### config.mk
export PLATFORM = sky130hd
export DESIGN_NAME = prog_sequencer_flat
export DESIGN_NICKNAME = d
export VERILOG_FILES = /design/src/rtl/prog_sequencer_pkg.sv /design/src/rtl/prog_sequencer_if.sv /design/src/rtl/prog_sequencer_branch_lut.sv /design/src/rtl/prog_sequencer.sv /design/src/flat_wrapper.sv
export SDC_FILE = /design/constraint.sdc
export NUM_CORES = 1
export LEC_CHECK = 0
export CAP_MARGIN = 40
export CORE_ASPECT_RATIO = 0.9
export CORE_MARGIN = 2
export CORE_UTILIZATION = 55
export CTS_CLUSTER_DIAMETER = 120
export DETAILED_ROUTE_END_ITERATION = 12
export GPL_ROUTABILITY_DRIVEN = 0
export PLACE_DENSITY = 0.85
export SYNTH_ARGS = -nofsm -noshare
export SYNTH_HDL_FRONTEND = slang
export SYNTH_SLANG_ARGS = --single-unit
### constraint.sdc
create_clock -name Clk -period 2.39 [get_ports Clk]
set_input_delay 0.239 -clock Clk [delete_from_list [all_inputs] [get_ports Clk]]
set_output_delay 0.239 -clock Clk [all_outputs]
set_load 0.01 [all_outputs]
### src/rtl/prog_sequencer_pkg.sv
// ============================================================================
// core_pkg : shared opcodes, FSM states, field slices and default branch LUT
// Revision : 1.0
// ============================================================================
`default_nettype none

package core_pkg;

  typedef enum logic [2:0] {
    OP_ADD = 3'b000,
    OP_SUB = 3'b001,
    OP_AND = 3'b010,
    OP_XOR = 3'b011,
    OP_LDR = 3'b100,
    OP_STR = 3'b101,
    OP_BR  = 3'b110,
    OP_BRZ = 3'b111
  } op_t;

  typedef enum logic [2:0] {
    ST_IDLE  = 3'd0,
    ST_FETCH = 3'd1,
    ST_EXEC  = 3'd2,
    ST_MEM   = 3'd3,
    ST_HALT  = 3'd4
  } state_t;

  localparam logic [6:0] HALT_TGT = 7'h7F;

  // Entry 0 sits in the least significant slot.
  localparam logic [7:0][6:0] LUT_DEFAULT = {
    7'd0, 7'd0, 7'd19, 7'd26, 7'd26, HALT_TGT, 7'd0, 7'd15
  };

  localparam int OP_MSB = 8;
  localparam int OP_LSB = 6;
  localparam int RD_MSB = 5;
  localparam int RD_LSB = 3;
  localparam int RS_MSB = 2;
  localparam int RS_LSB = 0;

endpackage

`default_nettype wire

### src/rtl/prog_sequencer_if.sv
// ============================================================================
// prog_sequencer_if : host/ROM/datapath bundle around the sequencer
// Revision          : 1.0
// ============================================================================
`default_nettype none

interface prog_sequencer_if #(
  parameter int PC_W  = 7,
  parameter int CYC_W = 16
);

  logic             Start;
  logic             Ack;
  logic [PC_W-1:0]  InstAddress;
  logic [8:0]       InstIn;
  logic             ZeroIn;
  logic [2:0]       Opcode;
  logic [2:0]       RdSel;
  logic [2:0]       RsImm;
  logic             RegWrEn;
  logic             MemRdEn;
  logic             MemWrEn;
  logic             Busy;
  logic             Done;
  logic             Fault;
  logic [CYC_W-1:0] CycleCount;

  modport master (
    output Start, Ack, InstIn, ZeroIn,
    input  InstAddress, Opcode, RdSel, RsImm, RegWrEn, MemRdEn, MemWrEn,
           Busy, Done, Fault, CycleCount
  );

  modport slave (
    input  Start, Ack, InstIn, ZeroIn,
    output InstAddress, Opcode, RdSel, RsImm, RegWrEn, MemRdEn, MemWrEn,
           Busy, Done, Fault, CycleCount
  );

endinterface

`default_nettype wire

### src/rtl/prog_sequencer_branch_lut.sv
// ============================================================================
// branch_lut : combinational 8x7 branch-target table, replaceable per program
// Revision   : 1.0
// ============================================================================
`default_nettype none

module branch_lut
  import core_pkg::*;
#(
  parameter logic [7:0][6:0] TABLE = LUT_DEFAULT
) (
  input  logic [2:0] rs_imm,
  output logic [6:0] target
);

  assign target = TABLE[rs_imm];

endmodule

`default_nettype wire

### src/rtl/prog_sequencer.sv
// ============================================================================
// prog_sequencer : program counter and control FSM for the 9-bit core
// Revision       : 1.0
// ============================================================================
`default_nettype none

module prog_sequencer #(
  parameter int                PC_W      = 7,
  parameter logic [PC_W-1:0]   START_PC  = '0,
  parameter int                MEM_LAT   = 2,
  parameter logic [6:0]        HALT_TGT  = 7'h7F,
  parameter int                CYC_W     = 16,
  parameter logic [7:0][6:0]   LUT_TABLE = core_pkg::LUT_DEFAULT
) (
  input  logic              Clk,
  input  logic              Reset_n,
  prog_sequencer_if.slave   bus
);

  import core_pkg::*;

  localparam logic [2:0]      WAIT_INIT = 3'(MEM_LAT - 1);
  localparam logic [PC_W-1:0] PC_MAX    = '1;

  state_t           state;
  logic [PC_W-1:0]  pc;
  logic [8:0]       ir;
  logic [CYC_W-1:0] cyc;
  logic [2:0]       wait_cnt;
  logic             fault;
  logic             regwr;
  logic             memrd;
  logic             memwr;
  logic             busy;
  logic             done;

  op_t        op;
  logic [6:0] tgt;
  logic       take;
  logic       last_pc;

  assign op      = op_t'(ir[OP_MSB:OP_LSB]);
  assign take    = (op == OP_BR) || ((op == OP_BRZ) && bus.ZeroIn);
  assign last_pc = (pc == PC_MAX);

  branch_lut #(
    .TABLE (LUT_TABLE)
  ) u_lut (
    .rs_imm (ir[RS_MSB:RS_LSB]),
    .target (tgt)
  );

  // Strobes are registered on entry to the state that owns them, so they
  // line up with state/IR exactly as a Moore decode would.
  always_ff @(posedge Clk) begin
    if (!Reset_n) begin
      state    <= ST_IDLE;
      pc       <= START_PC;
      ir       <= '0;
      cyc      <= '0;
      wait_cnt <= '0;
      fault    <= 1'b0;
      regwr    <= 1'b0;
      memrd    <= 1'b0;
      memwr    <= 1'b0;
      busy     <= 1'b0;
      done     <= 1'b0;
    end else begin
      regwr <= 1'b0;
      memrd <= 1'b0;
      memwr <= 1'b0;
      if ((state == ST_FETCH || state == ST_EXEC || state == ST_MEM) && (cyc != '1))
        cyc <= cyc + 1'b1;

      case (state)
        ST_IDLE: begin
          if (bus.Start) begin
            state <= ST_FETCH;
            pc    <= START_PC;
            cyc   <= '0;
            fault <= 1'b0;
            busy  <= 1'b1;
          end
        end

        ST_FETCH: begin
          ir    <= bus.InstIn;
          state <= ST_EXEC;
          regwr <= ~bus.InstIn[OP_MSB];
        end

        ST_EXEC: begin
          if (op == OP_LDR || op == OP_STR) begin
            state    <= ST_MEM;
            wait_cnt <= WAIT_INIT;
            memrd    <= (op == OP_LDR);
            memwr    <= (op == OP_STR);
            regwr    <= (op == OP_LDR) && (WAIT_INIT == 3'd0);
          end else if (take && (tgt == HALT_TGT)) begin
            state <= ST_HALT;
            busy  <= 1'b0;
            done  <= 1'b1;
          end else if (take) begin
            pc    <= PC_W'(tgt);
            state <= ST_FETCH;
          end else if (last_pc) begin
            fault <= 1'b1;
            state <= ST_HALT;
            busy  <= 1'b0;
            done  <= 1'b1;
          end else begin
            pc    <= pc + 1'b1;
            state <= ST_FETCH;
          end
        end

        ST_MEM: begin
          if (wait_cnt == 3'd0) begin
            if (last_pc) begin
              fault <= 1'b1;
              state <= ST_HALT;
              busy  <= 1'b0;
              done  <= 1'b1;
            end else begin
              pc    <= pc + 1'b1;
              state <= ST_FETCH;
            end
          end else begin
            wait_cnt <= wait_cnt - 1'b1;
            memrd    <= (op == OP_LDR);
            memwr    <= (op == OP_STR);
            regwr    <= (op == OP_LDR) && (wait_cnt == 3'd1);
          end
        end

        ST_HALT: begin
          if (bus.Ack) begin
            state <= ST_IDLE;
            done  <= 1'b0;
          end
        end

        default: begin
          state <= ST_IDLE;
          busy  <= 1'b0;
          done  <= 1'b0;
        end
      endcase
    end
  end

  assign bus.InstAddress = pc;
  assign bus.Opcode      = ir[OP_MSB:OP_LSB];
  assign bus.RdSel       = ir[RD_MSB:RD_LSB];
  assign bus.RsImm       = ir[RS_MSB:RS_LSB];
  assign bus.RegWrEn     = regwr;
  assign bus.MemRdEn     = memrd;
  assign bus.MemWrEn     = memwr;
  assign bus.Busy        = busy;
  assign bus.Done        = done;
  assign bus.Fault       = fault;
  assign bus.CycleCount  = cyc;

endmodule

`default_nettype wire

### src/flat_wrapper.sv
// flat-port wrapper written by rule: the top's interface ports become plain ports
module prog_sequencer_flat import core_pkg::*;
#(
  parameter int                PC_W      = 7,
  parameter logic [PC_W-1:0]   START_PC  = '0,
  parameter int                MEM_LAT   = 2,
  parameter logic [6:0]        HALT_TGT  = 7'h7F,
  parameter int                CYC_W     = 16,
  parameter logic [7:0][6:0]   LUT_TABLE = core_pkg::LUT_DEFAULT
)
  (Clk, Reset_n, bus_Start, bus_Ack, bus_InstIn, bus_ZeroIn, bus_InstAddress, bus_Opcode, bus_RdSel, bus_RsImm, bus_RegWrEn, bus_MemRdEn, bus_MemWrEn, bus_Busy, bus_Done, bus_Fault, bus_CycleCount);
  prog_sequencer_if #(.PC_W(PC_W), .CYC_W(CYC_W)) bus_i ();
  input  logic Clk;
  input  logic Reset_n;
  input wire logic [$bits(bus_i.Start)-1:0] bus_Start;
  input wire logic [$bits(bus_i.Ack)-1:0] bus_Ack;
  input wire logic [$bits(bus_i.InstIn)-1:0] bus_InstIn;
  input wire logic [$bits(bus_i.ZeroIn)-1:0] bus_ZeroIn;
  output wire logic [$bits(bus_i.InstAddress)-1:0] bus_InstAddress;
  output wire logic [$bits(bus_i.Opcode)-1:0] bus_Opcode;
  output wire logic [$bits(bus_i.RdSel)-1:0] bus_RdSel;
  output wire logic [$bits(bus_i.RsImm)-1:0] bus_RsImm;
  output wire logic [$bits(bus_i.RegWrEn)-1:0] bus_RegWrEn;
  output wire logic [$bits(bus_i.MemRdEn)-1:0] bus_MemRdEn;
  output wire logic [$bits(bus_i.MemWrEn)-1:0] bus_MemWrEn;
  output wire logic [$bits(bus_i.Busy)-1:0] bus_Busy;
  output wire logic [$bits(bus_i.Done)-1:0] bus_Done;
  output wire logic [$bits(bus_i.Fault)-1:0] bus_Fault;
  output wire logic [$bits(bus_i.CycleCount)-1:0] bus_CycleCount;
  assign bus_i.Start = bus_Start;
  assign bus_i.Ack = bus_Ack;
  assign bus_i.InstIn = bus_InstIn;
  assign bus_i.ZeroIn = bus_ZeroIn;
  assign bus_InstAddress = bus_i.InstAddress;
  assign bus_Opcode = bus_i.Opcode;
  assign bus_RdSel = bus_i.RdSel;
  assign bus_RsImm = bus_i.RsImm;
  assign bus_RegWrEn = bus_i.RegWrEn;
  assign bus_MemRdEn = bus_i.MemRdEn;
  assign bus_MemWrEn = bus_i.MemWrEn;
  assign bus_Busy = bus_i.Busy;
  assign bus_Done = bus_i.Done;
  assign bus_Fault = bus_i.Fault;
  assign bus_CycleCount = bus_i.CycleCount;
  prog_sequencer #(.PC_W(PC_W), .START_PC(START_PC), .MEM_LAT(MEM_LAT), .HALT_TGT(HALT_TGT), .CYC_W(CYC_W), .LUT_TABLE(LUT_TABLE)) u_core (.Clk(Clk), .Reset_n(Reset_n), .bus(bus_i));
endmodule
# After elaboration in Yosys (flattened, before gate mapping)

Memory sizes are Yosys's and may differ from the RTL's. A register that Yosys moved wholly into a read port is not among the register bits.
Cells that the tools add are included.

Register bits after elaboration: 44
Memory bits (read-only): 56
Memories kept: 1

Memory list:

| memory           | words | bits a word | rd ports | clocked after Yosys merged registers in | wr ports | RTL line                        | source |
|---|---|---|---|---|---|---|---|
| (name not given) | 8     | 7           | 1        | 1                                       | 0        | prog_sequencer_branch_lut.sv:16 | `assign target = TABLE[rs_imm];` |

Bitwise logic cells: 3
Multiplexer cells: 53
Reductions and logical operators: 20
$add $sub $neg: 3
Eq/ne operators: 21
$lt $le $gt $ge: 1

Operators by type and width:

| cell                                                                          | count |
|---|---|
| 7-bit two-way mux                                                             | 7 |
| 16-bit two-way mux                                                            | 3 |
| 3-bit two-way mux                                                             | 11 |
| 1-bit two-way mux                                                             | 23 |
| 7-bit one-hot mux with 3 select lines                                         | 1 |
| 16-bit by 1-bit adder with 16-bit output (second input constant)              | 1 |
| 16-bit inequality test (second input constant)                                | 1 |
| 2-bit inequality test (second input constant)                                 | 8 |
| 3-bit equality test (second input constant)                                   | 5 |
| 3-bit one-hot mux with 5 select lines                                         | 1 |
| 5-bit AND reduction                                                           | 3 |
| 7-bit equality test (second input constant)                                   | 2 |
| 1-bit one-hot mux with 4 select lines                                         | 2 |
| 7-bit by 1-bit adder with 7-bit output (second input constant)                | 1 |
| 3-bit by 1-bit equality test with 1-bit output (second input constant)        | 2 |
| 3-bit by 2-bit equality test with 1-bit output (second input constant)        | 2 |
| 3-bit logical NOT                                                             | 2 |
| 1-bit one-hot mux with 2 select lines                                         | 3 |
| 3-bit one-hot mux with 2 select lines                                         | 1 |
| 3-bit AND reduction                                                           | 2 |
| 6-bit AND reduction                                                           | 1 |
| 1-bit logical AND                                                             | 4 |
| 1-bit logical OR                                                              | 4 |
| 3-bit by 4-bit less-than comparator with 1-bit output (second input constant) | 1 |
| 7 further kinds                                                               | 10 |

# Logic depth before layout (Yosys ltp)

Gate-level depths: netlist of run 1.

Depth in word-level cells: 7
Depth in mapped cells: 8
Mapped depth without buffers: 7

# Modules after synthesis

From an unflattened synthesis of run 1, not the netlist that was laid out.

Cell total of the unflattened synthesis: 281
Area, all modules: 2381.0 um2

By module, submodules not included:

| module         | area an instance (um2) | cells each | times used |
|---|---|---|---|
| prog_sequencer | 2323.5                 | 273        | 1 |
| branch_lut     | 57.6                   | 8          | 1 |

# Worst setup path before layout of run 1

Ideal clock, no wire load.

Path type: reg2reg
Start: register u_core.pc[0], in the netlist u_core.bus.InstAddress[0]
End: register u_core.busy, in the netlist u_core.bus.Busy
Arrival time: 1509 ps
Required time: 2270 ps
Cell stages (with the launch flop): 7
Period minus slack after synthesis: 1629 ps
Slack: 761 ps
Library setup time: 120 ps
Path through: dfxtp_1 > ha_1 > and4_1 > nand3_1 > a21oi_1 > nor3_1 > o31a_1

Word-level cells in the longest chain between the ends: 6
Elaborated cells on any way between the ends: 7
Classes of those cells: eq/ne (1); mux (6)

Ends and longest elaborated chain:

| element                                   | RTL line              | source |
|---|---|---|
| from (decl)                               | prog_sequencer.sv:26  | `logic [PC_W-1:0] pc;` |
| from (signal assigned)                    | prog_sequencer.sv:104 | `pc <= PC_W'(tgt);` |
| from (signal assigned)                    | prog_sequencer.sv:112 | `pc <= pc + 1'b1;` |
| from (signal assigned)                    | prog_sequencer.sv:125 | `pc <= pc + 1'b1;` |
| 7-bit equality test (*)                   | prog_sequencer.sv:44  | `assign last_pc = (pc == PC_MAX);` |
| 1-bit two-way mux (*)                     | n/a                   |  |
| 1-bit two-way mux (3 in series)           | n/a                   |  |
| 1-bit one-hot mux with 4 select lines (*) | n/a                   |  |
| to (signal assigned)                      | prog_sequencer.sv:66  | `busy <= 1'b0;` |
| to (signal assigned)                      | prog_sequencer.sv:82  | `busy <= 1'b1;` |
| to (signal assigned)                      | prog_sequencer.sv:101 | `busy <= 1'b0;` |
| to (decl)                                 | prog_sequencer.sv:34  | `logic busy;` |

Every way passes the cells marked *; elsewhere a longest branch is shown, timed or not. The select of a mux whose other input is x is not followed.
A chain may end at the register's enable or synchronous reset.

==> results.py, run 1 <==
metrics = {
    "drt": {
        "drtIter0Drc": 138,
        "wl_mm": 5.95,
        "drc": 0,
        "routed_via_density": 5.78,
        "ant_nets": 0,
        "via_count": 2322,
        "routedWlPerCell_um": 14.8,
        "firstDrtPassIters": 4,
    },
    "finish": {
        "fin_area_mm2": 0.00320,
        "diodes": 0,
        "fin_util": 0.721,
        "fin_nets": 359,
        "layout-drive-gt1-share": 0.0765,
        "area_delta_synth_final_pct": 26.2,
    },
    "placement": {
        "placed_area_mm2": 0.00309,
        "port_buffers": 51,
        "dp.final_hpwl_mm": 4.20,
    },
    "timing": {
        "hold_slack_ps": 521,
        "fin_crit_sh": 0.850,
        "setup_violations": 0,
        "layout_min_cycle_time_ps": 2030,
        "clock.fmax_mhz": 492,
        "rsz0062_at_grt": "false",
        "hold_violations": 0,
        "slew_headroom": 0.544,
        "worst_pin_slew_ps": 677,
        "maxSlewViolCount": 0,
        "fin_worst_skew_ps": 8.10,
        "tns_ps": 0,
    },
    "global_routing": {
        "grt_pass1_vias": 2157,
        "grt_overflow": 0,
        "grt_max_degree": 22,
        "grt_pass1_wl_mm": 9.56,
        "antenna_found_initial": 0,
        "grt_usage": 0.243,
    },
    "synth": {
        "synthDistinctLibCells": 57,
        "ys_seq_elements": 50,
        "syn_nets": 308,
        "syn-cell-area_mm2": 0.00253,
        "async_flop_share": 0,
        "ys.flop_type": "dfxtp_1",
        "yosysWarnings": 0,
        "avgSynthCellArea_um2": 8.79,
        "synthesis.instances": 288,
        "yosysSeqAreaShare": 0.395,
        "synth_edf_count": 0,
    },
    "power": {
        "p_int_w": 0.00125,
        "power.switching_w": 0.000395,
        "power_frac_comb": 0.116,
        "power_frac_seq": 0.539,
        "p_leak_nw": 1.13,
        "p_per_area_mw_per_mm2": 515,
        "vdd_drop_max_mv": 0.317,
        "clock_power_share": 0.345,
        "switching_share": 0.240,
    },
    "clock_tree": {
        "ctsResizeCount": 0,
        "cts_tree": "done",
        "htreeDepth": 2,
        "cts_max_path_buffers": 2,
        "numCtsBuffers": 5,
        "clkLatencyLatePin_ps": 310,
        "ctsHoldBuffers": 0,
        "cts_sinks": 50,
        "cts.clk_slew.worst_paths_ps": 90,
        "cts-root-buf": "clkbuf_8",
        "cts_post_setup_buffers_inserted": 0,
    },
    "critical_path": {
        "critPathMaxFanout": 15,
        "crit_required_ps": 2600,
        "path_class": "register to register",
        "cp-start-kind": "register",
        "endpoint_kind": "register",
        "cp.arrival_ps": 2240,
    },
    "min_path": {
        "holdCritPathClass": "register to register",
    },
    "floorplan": {
        "coreArea_mm2": 0.00443,
        "ioPinCount": 52,
        "dieArea_mm2": 0.00516,
        "start_util": 0.571,
        "die_w_um": 75.5,
        "die_h_um": 68.4,
        "num_rows": 23,
    },
    "run": {
        "maxCapViolations": 0,
    },
    "outcome": {
        "status": "complete, no violations",
    },
}
-- final cells by class --
| cell class | instances | area, um^2 |
|---|---|---|
| Clock buffer | 8 | 110 |
| Fill cell | 368 | 1240 |
| Inverter | 8 | 30.0 |
| Multi-Input combinational cell | 217 | 1420 |
| Sequential cell | 50 | 1000 |
| Tap cell | 62 | 77.6 |
| Timing Repair Buffer | 57 | 556 |
-- final timing paths --
check / from / end / slack, ps / cells after the start
setup / recovery: u_core.state[0] / u_core.tgt[0] / 360 / 5
hold / removal: u_core.bus.Done / u_core.bus.Done / 520 / 2
setup reg to reg: u_core.state[0] / u_core.tgt[0] / 360 / 5
hold reg to reg: u_core.bus.Done / u_core.bus.Done / 520 / 2
-- synth_stat cells, types with 3 or more instances --
cell | count | area share
ha_1 | 6 | 0.030
o21ai_0 | 9 | 0.018
nand3_1 | 8 | 0.016
xnor2_1 | 13 | 0.045
inv_1 | 7 | 0.010
nor2_1 | 31 | 0.046
dfxtp_1 | 50 | 0.40
clkbuf_1 | 4 | 0.0059
nand2b_1 | 3 | 0.0074
nor2b_1 | 14 | 0.035
a32oi_1 | 3 | 0.010
nor3_1 | 16 | 0.032
and3_1 | 4 | 0.0099
a21oi_1 | 16 | 0.032
o2bb2ai_1 | 3 | 0.010
or3_1 | 3 | 0.0074
buf_4 | 3 | 0.0089
nor3b_1 | 5 | 0.015
and4_1 | 3 | 0.010
buf_2 | 4 | 0.0079
mux2i_1 | 11 | 0.043
nand2_1 | 21 | 0.031
nand4_1 | 7 | 0.017
-- worst max-delay path: stages (launching register included) --
cell	delay (ps)
dfxtp_1	620
nor3b_2	510
mux2i_1	190
nor2b_2	200
and2b_1	230
a21o_1	180
-- per-stage QoR --
step / power (W) / instances / setup slack [ps]
after floorplan: 0.00102 / 288 / 761
after global placement: 0.00109 / 394 / 356
after detailed placement: 0.00109 / 394 / 336
after CTS: 0.00165 / 402 / 377
after global routing: 0.00171 / 402 / 247
final: 0.00164 / 402 / 359
-- cells by family after synthesis --
group | share of synthesized area
muxes | 0.0435
adders and majority gates | 0.0296
AOI/OAI and AO/OA | 0.148
and+or+nand+nor | 0.289
buffers and inverters | 0.0435
xor gates and xnor gates | 0.0519
DFF | 0.395
-- sequential cells by signal, summed over array words and instances (netlist names) --
| register | flops |
|---|---|
| u_core.tgt | 6 |
| u_core.bus.Done | 1 |
| u_core.state | 3 |
| u_core.bus.Busy | 1 |
| u_core.bus.MemWrEn | 1 |
| u_core.bus.RegWrEn | 1 |
| u_core.bus.MemRdEn | 1 |
| u_core.ir | 9 |
| u_core.bus.Fault | 1 |
| u_core.bus.CycleCount | 16 |
| u_core.bus.InstAddress | 7 |
| u_core.wait_cnt | 3 |
-- layer usage --
layer / global-route usage / routed length, um / vias up
li1: - / - / 1127
met1: 0.310 / 2600 / 1092
met2: 0.393 / 2860 / 92
met3: 0.0471 / 378 / 11
met4: 0.118 / 108 / 0
met5: 0 / 0 / -
-- power groups by stage --
stage	logic, W	clock network (W)	registers [W]
CTS	0.000192	0.000575	0.000885
global route	0.000209	0.000609	0.000890
floorplan	0.000117	0	0.000901
global placement	0.000186	0	0.000905
detailed placement	0.000190	0	0.000905
finish	0.000192	0.000567	0.000886
-- placed cells by master, fill, tap and decap left out, types with 3 or more instances in the layout --
master and instances:
xnor2_1 13, mux2i_1 11, ha_1 6, o21ai_0 9, o2bb2ai_1 3, nand2b_1 3, inv_1 7, a32oi_1 3
nand2_1 21, clkbuf_8 8, a21oi_1 16, clkdlybuf4s50_1 51, nand3_1 8, or3_1 3, dfxtp_1 50, nor2b_1 14
and3_1 4, and4_1 3, buf_4 6, nand4_1 7, nor3b_1 5, nor3_1 16, nor2_1 31
Power figures use the tool's default switching activity.
==> run 2, diff against run 1 <==
CORE_UTILIZATION = 46   (was 55)
PLACE_DENSITY = 0.76   (was 0.85)
clock period = 1.85 ns   (was 2.39 ns; I/O delays follow)
==> run 2 against run 1 <==
  * Worst setup slack worse by 240 ps
  * Total power is 34% higher
  * Core utilization is 8.6 points lower
  * Non-clock buffer count is 17 higher
  * Hold slack worse by 23 ps
  * Sequential share of layout area is 1.5 points lower
  * Flip-flop and latch count stayed put
  * Critical endpoint is now u_core.bus.CycleCount[15]
==> results.py, run 2 (synthesis gave the netlist of run 1 again) <==
metrics = {
    "finish": {
        "final_cell_mix": "clkdlybuf4s50_1 (51), dfxtp_1 (50), nor2_1 (30)",
        "layout-drive-gt1-share": 0.134,
        "fin_area_mm2": 0.00336,
        "fillCellCount": 436,
        "area_delta_synth_final_pct": 32.5,
        "diodes": 0,
        "largest_reg_flops": 16,
        "fin_nets": 376,
        "fin_util": 0.635,
        "mostFrequentLayoutCell": "clkdlybuf4s50_1",
    },
    "power": {
        "power_frac_seq": 0.517,
        "vdd_drop_max_mv": 0.365,
        "p_leak_nw": 1.20,
        "power_frac_comb": 0.125,
        "switching_share": 0.247,
        "clock_power_share": 0.357,
        "p_int_w": 0.00166,
        "power.switching_w": 0.000543,
        "p_per_area_mw_per_mm2": 656,
    },
    "drt": {
        "drc": 0,
        "ant_nets": 0,
        "via_count": 2334,
        "routed_via_density": 5.50,
        "wl_mm": 6.02,
        "routedWlPerCell_um": 14.2,
        "firstDrtPassIters": 5,
        "drtIter0Drc": 217,
    },
    "timing": {
        "fin_worst_skew_ps": 8.06,
        "setup_violations": 0,
        "slew_headroom": 0.716,
        "fin_crit_sh": 0.937,
        "maxSlewViolCount": 0,
        "clock.fmax_mhz": 577,
        "hold_violations": 0,
        "layout_min_cycle_time_ps": 1730,
        "worst_pin_slew_ps": 422,
    },
    "global_routing": {
        "grt_pass1_wl_mm": 9.62,
        "grt_pass1_vias": 2054,
        "grt_overflow": 0,
        "grt_max_degree": 18,
        "grt_usage": 0.206,
        "antenna_found_initial": 0,
    },
    "clock_tree": {
        "cts_tree": "done",
        "cts_sinks": 50,
        "cts-root-buf": "clkbuf_8",
        "htreeDepth": 2,
        "cts_post_setup_buffers_inserted": 0,
        "numCtsBuffers": 5,
        "clkLatencyLatePin_ps": 320,
        "cts.clk_slew.worst_paths_ps": 100,
        "cts_max_path_buffers": 2,
    },
    "min_path": {
        "holdCritPathClass": "input pin to register",
        "hold_path_depth": 3,
        "min_from": "bus_InstIn[3]",
    },
    "floorplan": {
        "die_h_um": 74.4,
        "die_w_um": 82.2,
        "dieArea_mm2": 0.00612,
        "start_util": 0.479,
        "num_rows": 25,
        "coreArea_mm2": 0.00529,
        "ioPinCount": 52,
    },
    "placement": {
        "dp.final_hpwl_mm": 4.42,
        "placed_area_mm2": 0.00322,
        "port_buffers": 51,
    },
    "critical_path": {
        "crit_required_ps": 2060,
        "path_class": "register to register",
        "path_cells": "ha_1, nand3_1, nor4_2, buf_4, and4bb_1, xnor2_1, nor2_1",
        "critPathMaxFanout": 5,
        "r2r_cells": 7,
        "cp-start-kind": "register",
        "endpoint_kind": "register",
        "r2r_start": "u_core.bus.CycleCount[1]",
        "cp.arrival_ps": 1940,
        "slowest_delay_ps": 380,
        "cp-startpoint": "u_core.bus.CycleCount[1]",
        "crit_path_top_delay_cell": "dfxtp_1",
    },
    "run": {
        "maxCapViolations": 0,
    },
    "outcome": {
        "status": "complete, no violations",
    },
}
run 2: cell count changes in the layout (fill, tap and decap cells not counted), sizes merged:
cell / change
buf: +17
clkbuf: -3
clkinvlp: +2
bufinv: +1
run 2: worst paths after layout:
| check | endpoint | slack (ps) |
|---|---|---|
| worst min-delay path | u_core.ir[3] | 500 |
| worst min register to register | u_core.bus.Fault | 510 |
| worst max-delay path | u_core.bus.CycleCount[15] | 120 |
| worst max register to register | u_core.bus.CycleCount[15] | 120 |
run 2: metal layers:
metal | vias to the layer above | track usage | wire [um]
met5 | - | 0 | 0
met2 | 90 | 0.324 | 2700
met1 | 1076 | 0.277 | 2840
li1 | 1158 | - | -
met3 | 10 | 0.0437 | 376
met4 | 0 | 0.0778 | 97
run 2: power by group through the flow:
stage	Sequential [W]	Combinational [W]	Clock, W
2_1_floorplan	0.00116	0.000152	0
3_5_place_dp	0.00116	0.000272	0
5_1_grt	0.00114	0.000298	0.000849
3_3_place_gp	0.00116	0.000268	0
6_report	0.00114	0.000276	0.000786
4_1_cts	0.00114	0.000273	0.000803
run 2: worst max-delay path: cells and delay by family (launching register included):
family / cells / cell delay (ps)
fa+ha+maj: 1 / 220
simple gates: 4 / 710
buf+inv: 1 / 190
flops: 1 / 380
xor+xnor: 1 / 140
run 2: cell type report:
type                       count  area (um^2)  share of cell area
timing repair buffer          74          683               0.204
inverter                       8         30.0             0.00895
clock buffer                   5         68.8              0.0205
tap                           67         83.8              0.0250
sequential                    50         1000               0.298
clock inverter                 3         45.0              0.0134
multi-input combinational    217         1440               0.430
run 2: what timing repair did:
action                     CTS  global route
setup endpoints to repair    0             9
resized for setup            0             6
hold buffers                 0             0
run 2: through the flow:
step / setup TNS (ps) / instances / power, W / hold WS (ps) / setup slack [ps]
global placement: 0 / 416 / 0.00143 / 497 / 21.5
floorplan: 0 / 288 / 0.00132 / 354 / 221
CTS: 0 / 424 / 0.00221 / 505 / 12.5
finish: 0 / 424 / 0.00220 / 498 / 117
detailed placement: 0 / 416 / 0.00143 / 496 / 12.6
global route: -33.0 / 424 / 0.00229 / 521 / -33.0
==> run 3, diff against run 2 <==
CORE_UTILIZATION = 45   (was 46)
GPL_TIMING_DRIVEN = 0   (was unset)
PLACE_DENSITY = 0.75   (was 0.76)
SYNTH_HIERARCHICAL = 1   (was unset)
==> run 3 against run 2 <==
  * Area after synthesis down 6.0%
  * Design area down 0.22%
  * Clock skew up 3.0 ps
  * Final cell count down 1.9%
  * Register-to-register slack worse by 100 ps
  * Flip-flop and latch count down 6
  * Global-route usage up 0.93 points
  * Sequential power down 11%
  * Largest cell class unchanged
  * Clock power down 0.9%
==> results.py, run 3 <==
metrics = {
    "drt": {
        "firstDrtPassIters": 5,
        "via_count": 2395,
        "drc": 0,
        "drtIter0Drc": 162,
        "routed_via_density": 5.76,
        "ant_nets": 0,
        "routedWlPerCell_um": 15.1,
        "wl_mm": 6.26,
    },
    "power": {
        "clock_power_share": 0.365,
        "p_leak_nw": 1.19,
        "switching_share": 0.257,
        "power_frac_seq": 0.477,
        "power_frac_comb": 0.158,
        "vdd_drop_max_mv": 0.437,
        "power.switching_w": 0.000549,
        "p_int_w": 0.00158,
        "p_per_area_mw_per_mm2": 637,
    },
    "floorplan": {
        "num_rows": 25,
        "die_h_um": 73.0,
        "start_util": 0.459,
        "dieArea_mm2": 0.00589,
        "coreArea_mm2": 0.00519,
        "ioPinCount": 52,
        "die_w_um": 80.7,
    },
    "placement": {
        "placed_cells": 399,
        "port_buffers": 51,
        "dp_slack_ps": -245,
        "dp.final_hpwl_mm": 4.27,
    },
    "synth": {
        "synth_edf_count": 0,
        "synth.top_cell.area_share": 0.370,
        "ys.flop_type": "dfxtp_1",
        "yosysWarnings": 6,
        "synth_most_common_cell": "dfxtp_1",
        "synthDistinctLibCells": 53,
        "avgSynthCellArea_um2": 8.47,
        "synth_common_cells": "dfxtp_1 (44), nor2_1 (40), nand2_1 (22)",
        "yosys.area.top_type": "dfxtp_1",
        "syn-cell-area_mm2": 0.00238,
        "async_flop_share": 0,
        "syn_nets": 300,
        "yosysSeqAreaShare": 0.370,
        "synth_area_leaders": "dfxtp_1 (37%), nor2_1 (6.3%), mux2i_1 (4.6%)",
        "synthesis.instances": 281,
        "ys_seq_elements": 44,
    },
    "outcome": {
        "status": "complete, no violations",
    },
    "critical_path": {
        "path_cells": "buf_4, a21oi_1, nand4_1, nor2_4, buf_6, a31o_4, a211oi_2, o221a_2",
        "path_delay_family": "compound AO/OA/AOI/OAI gates",
        "critPathMaxFanout": 5,
        "endpoint_kind": "register",
        "cp-start-kind": "register",
        "crit_required_ps": 2030,
        "path_class": "register to register",
        "slowest_delay_ps": 380,
        "cp.arrival_ps": 2020,
        "worst-path-buf-inv": 2,
        "crit_path_top_delay_cell": "dfxtp_4",
    },
    "run": {
        "maxCapViolations": 0,
    },
    "timing": {
        "fin_crit_sh": 0.993,
        "layout_min_cycle_time_ps": 1840,
        "maxSlewViolCount": 0,
        "setup_violations": 0,
        "slew_headroom": 0.577,
        "timing.final.ws_setup_ps": 13.4,
        "hold_violations": 0,
        "clock.fmax_mhz": 544,
        "fin_worst_skew_ps": 11.1,
        "worst_pin_slew_ps": 635,
        "rsz0062_at_grt": "true",
    },
    "global_routing": {
        "grt_overflow": 0,
        "antenna_found_initial": 0,
        "grt_usage": 0.215,
        "grt_pass1_vias": 2043,
        "grt_pass1_wl_mm": 10.0,
        "grt_max_degree": 15,
    },
    "clock_tree": {
        "cts.clk_slew.worst_paths_ps": 90,
        "cts_sinks": 44,
        "htreeDepth": 2,
        "cts_tree": "done",
        "cts_max_path_buffers": 2,
        "clkLatencyLatePin_ps": 300,
        "numCtsBuffers": 5,
        "cts-root-buf": "clkbuf_8",
        "ctsHoldBuffers": 0,
    },
    "finish": {
        "fillCellCount": 442,
        "fin_nets": 367,
        "diodes": 0,
        "multi_input_area_mm2": 0.00153,
        "layout-drive-gt1-share": 0.215,
        "mostFrequentLayoutCell": "clkdlybuf4s50_1",
        "regArea_um2": 913,
        "final_cell_mix": "clkdlybuf4s50_1 (51), nor2_1 (37), dfxtp_1 (28)",
        "stdcell_count": 416,
        "area_delta_synth_final_pct": 40.6,
        "largest_reg_flops": 16,
    },
    "min_path": {
        "holdCritPathClass": "register to register",
    },
}
run 3: cell types whose count changed after synthesis, moves of 3 or more:
cell       change
xor2_1         +7
nor3_1         -6
o211ai_1       +5
a31oi_1        +9
dfxtp_1        -6
o2bb2ai_1      -3
xnor2_1        -8
a311oi_1       +4
o21ai_0        -4
nor2_1         +9
nor3b_1        -4
nor2b_1       -10
run 3: layout make-up:
class                   count  share of cell area
plain buffers              13              0.0232
clock buffers               6              0.0247
clock inverters             2              0.0116
inverters                   9              0.0101
multi-input cells         214               0.457
flip-flops and latches     44               0.273
well taps                  67              0.0250
repair buffers             61               0.176
run 3: worst paths after layout:
path / from / to / slack (ps) / cells past startpoint
worst max-delay path: u_core/ir[2] / u_core/state[0] / 10 / 8
worst min-delay path: u_core/wait_cnt[0] / u_core/wait_cnt[0] / 470 / 1
worst max register to register: u_core/ir[2] / u_core/state[0] / 10 / 8
worst min register to register: u_core/wait_cnt[0] / u_core/wait_cnt[0] / 470 / 1
run 3: power by group through the flow:
stage / clock, W / combinational (W) / sequential, W
floorplan: 0 / 0.000162 / 0.00104
global placement: 0 / 0.000287 / 0.00104
detailed placement: 0 / 0.000290 / 0.00104
CTS: 0.000796 / 0.000300 / 0.00102
global route: 0.000834 / 0.000362 / 0.00103
finish: 0.000779 / 0.000337 / 0.00102
run 3: timing repair:
action                     4_1_cts  5_1_grt
pin swaps                        1        6
setup endpoints to repair       11       28
setup buffers                    2        8
resized for setup               15       36
run 3: kinds of logic after synthesis:
family,Yosys count,share of synthesized area
buffers and inverters,23,0.0457
XOR/XNOR,14,0.0515
AO/OA/AOI/OAI,63,0.192
multiplexers,11,0.0462
AND/OR/NAND/NOR,121,0.269
adder cells (fa/ha/maj),5,0.0263
flip-flops,44,0.370
run 3: metrics by stage:
step                TNS, ps  instance area, um^2  hold WS, ps  total power, W   util
global route          -25.1                 3350          504         0.00222  0.645
CTS                       0                 3180          491         0.00212  0.612
global placement      -1100                 2980          454         0.00132  0.574
floorplan                 0                 2390          332         0.00121      -
finish                    0                 3350          472         0.00213  0.645
detailed placement    -1490                 2980          475         0.00133  0.574
run 3: routing by layer:
| layer | vias up | share of wire | global-route usage |
|---|---|---|---|
| met5 | - | 0 | 0 |
| met2 | 95 | 0.47 | 0.331 |
| li1 | 1162 | - | - |
| met3 | 7 | 0.062 | 0.0384 |
| met1 | 1131 | 0.46 | 0.313 |
| met4 | 0 | 0.0081 | 0.0527 |
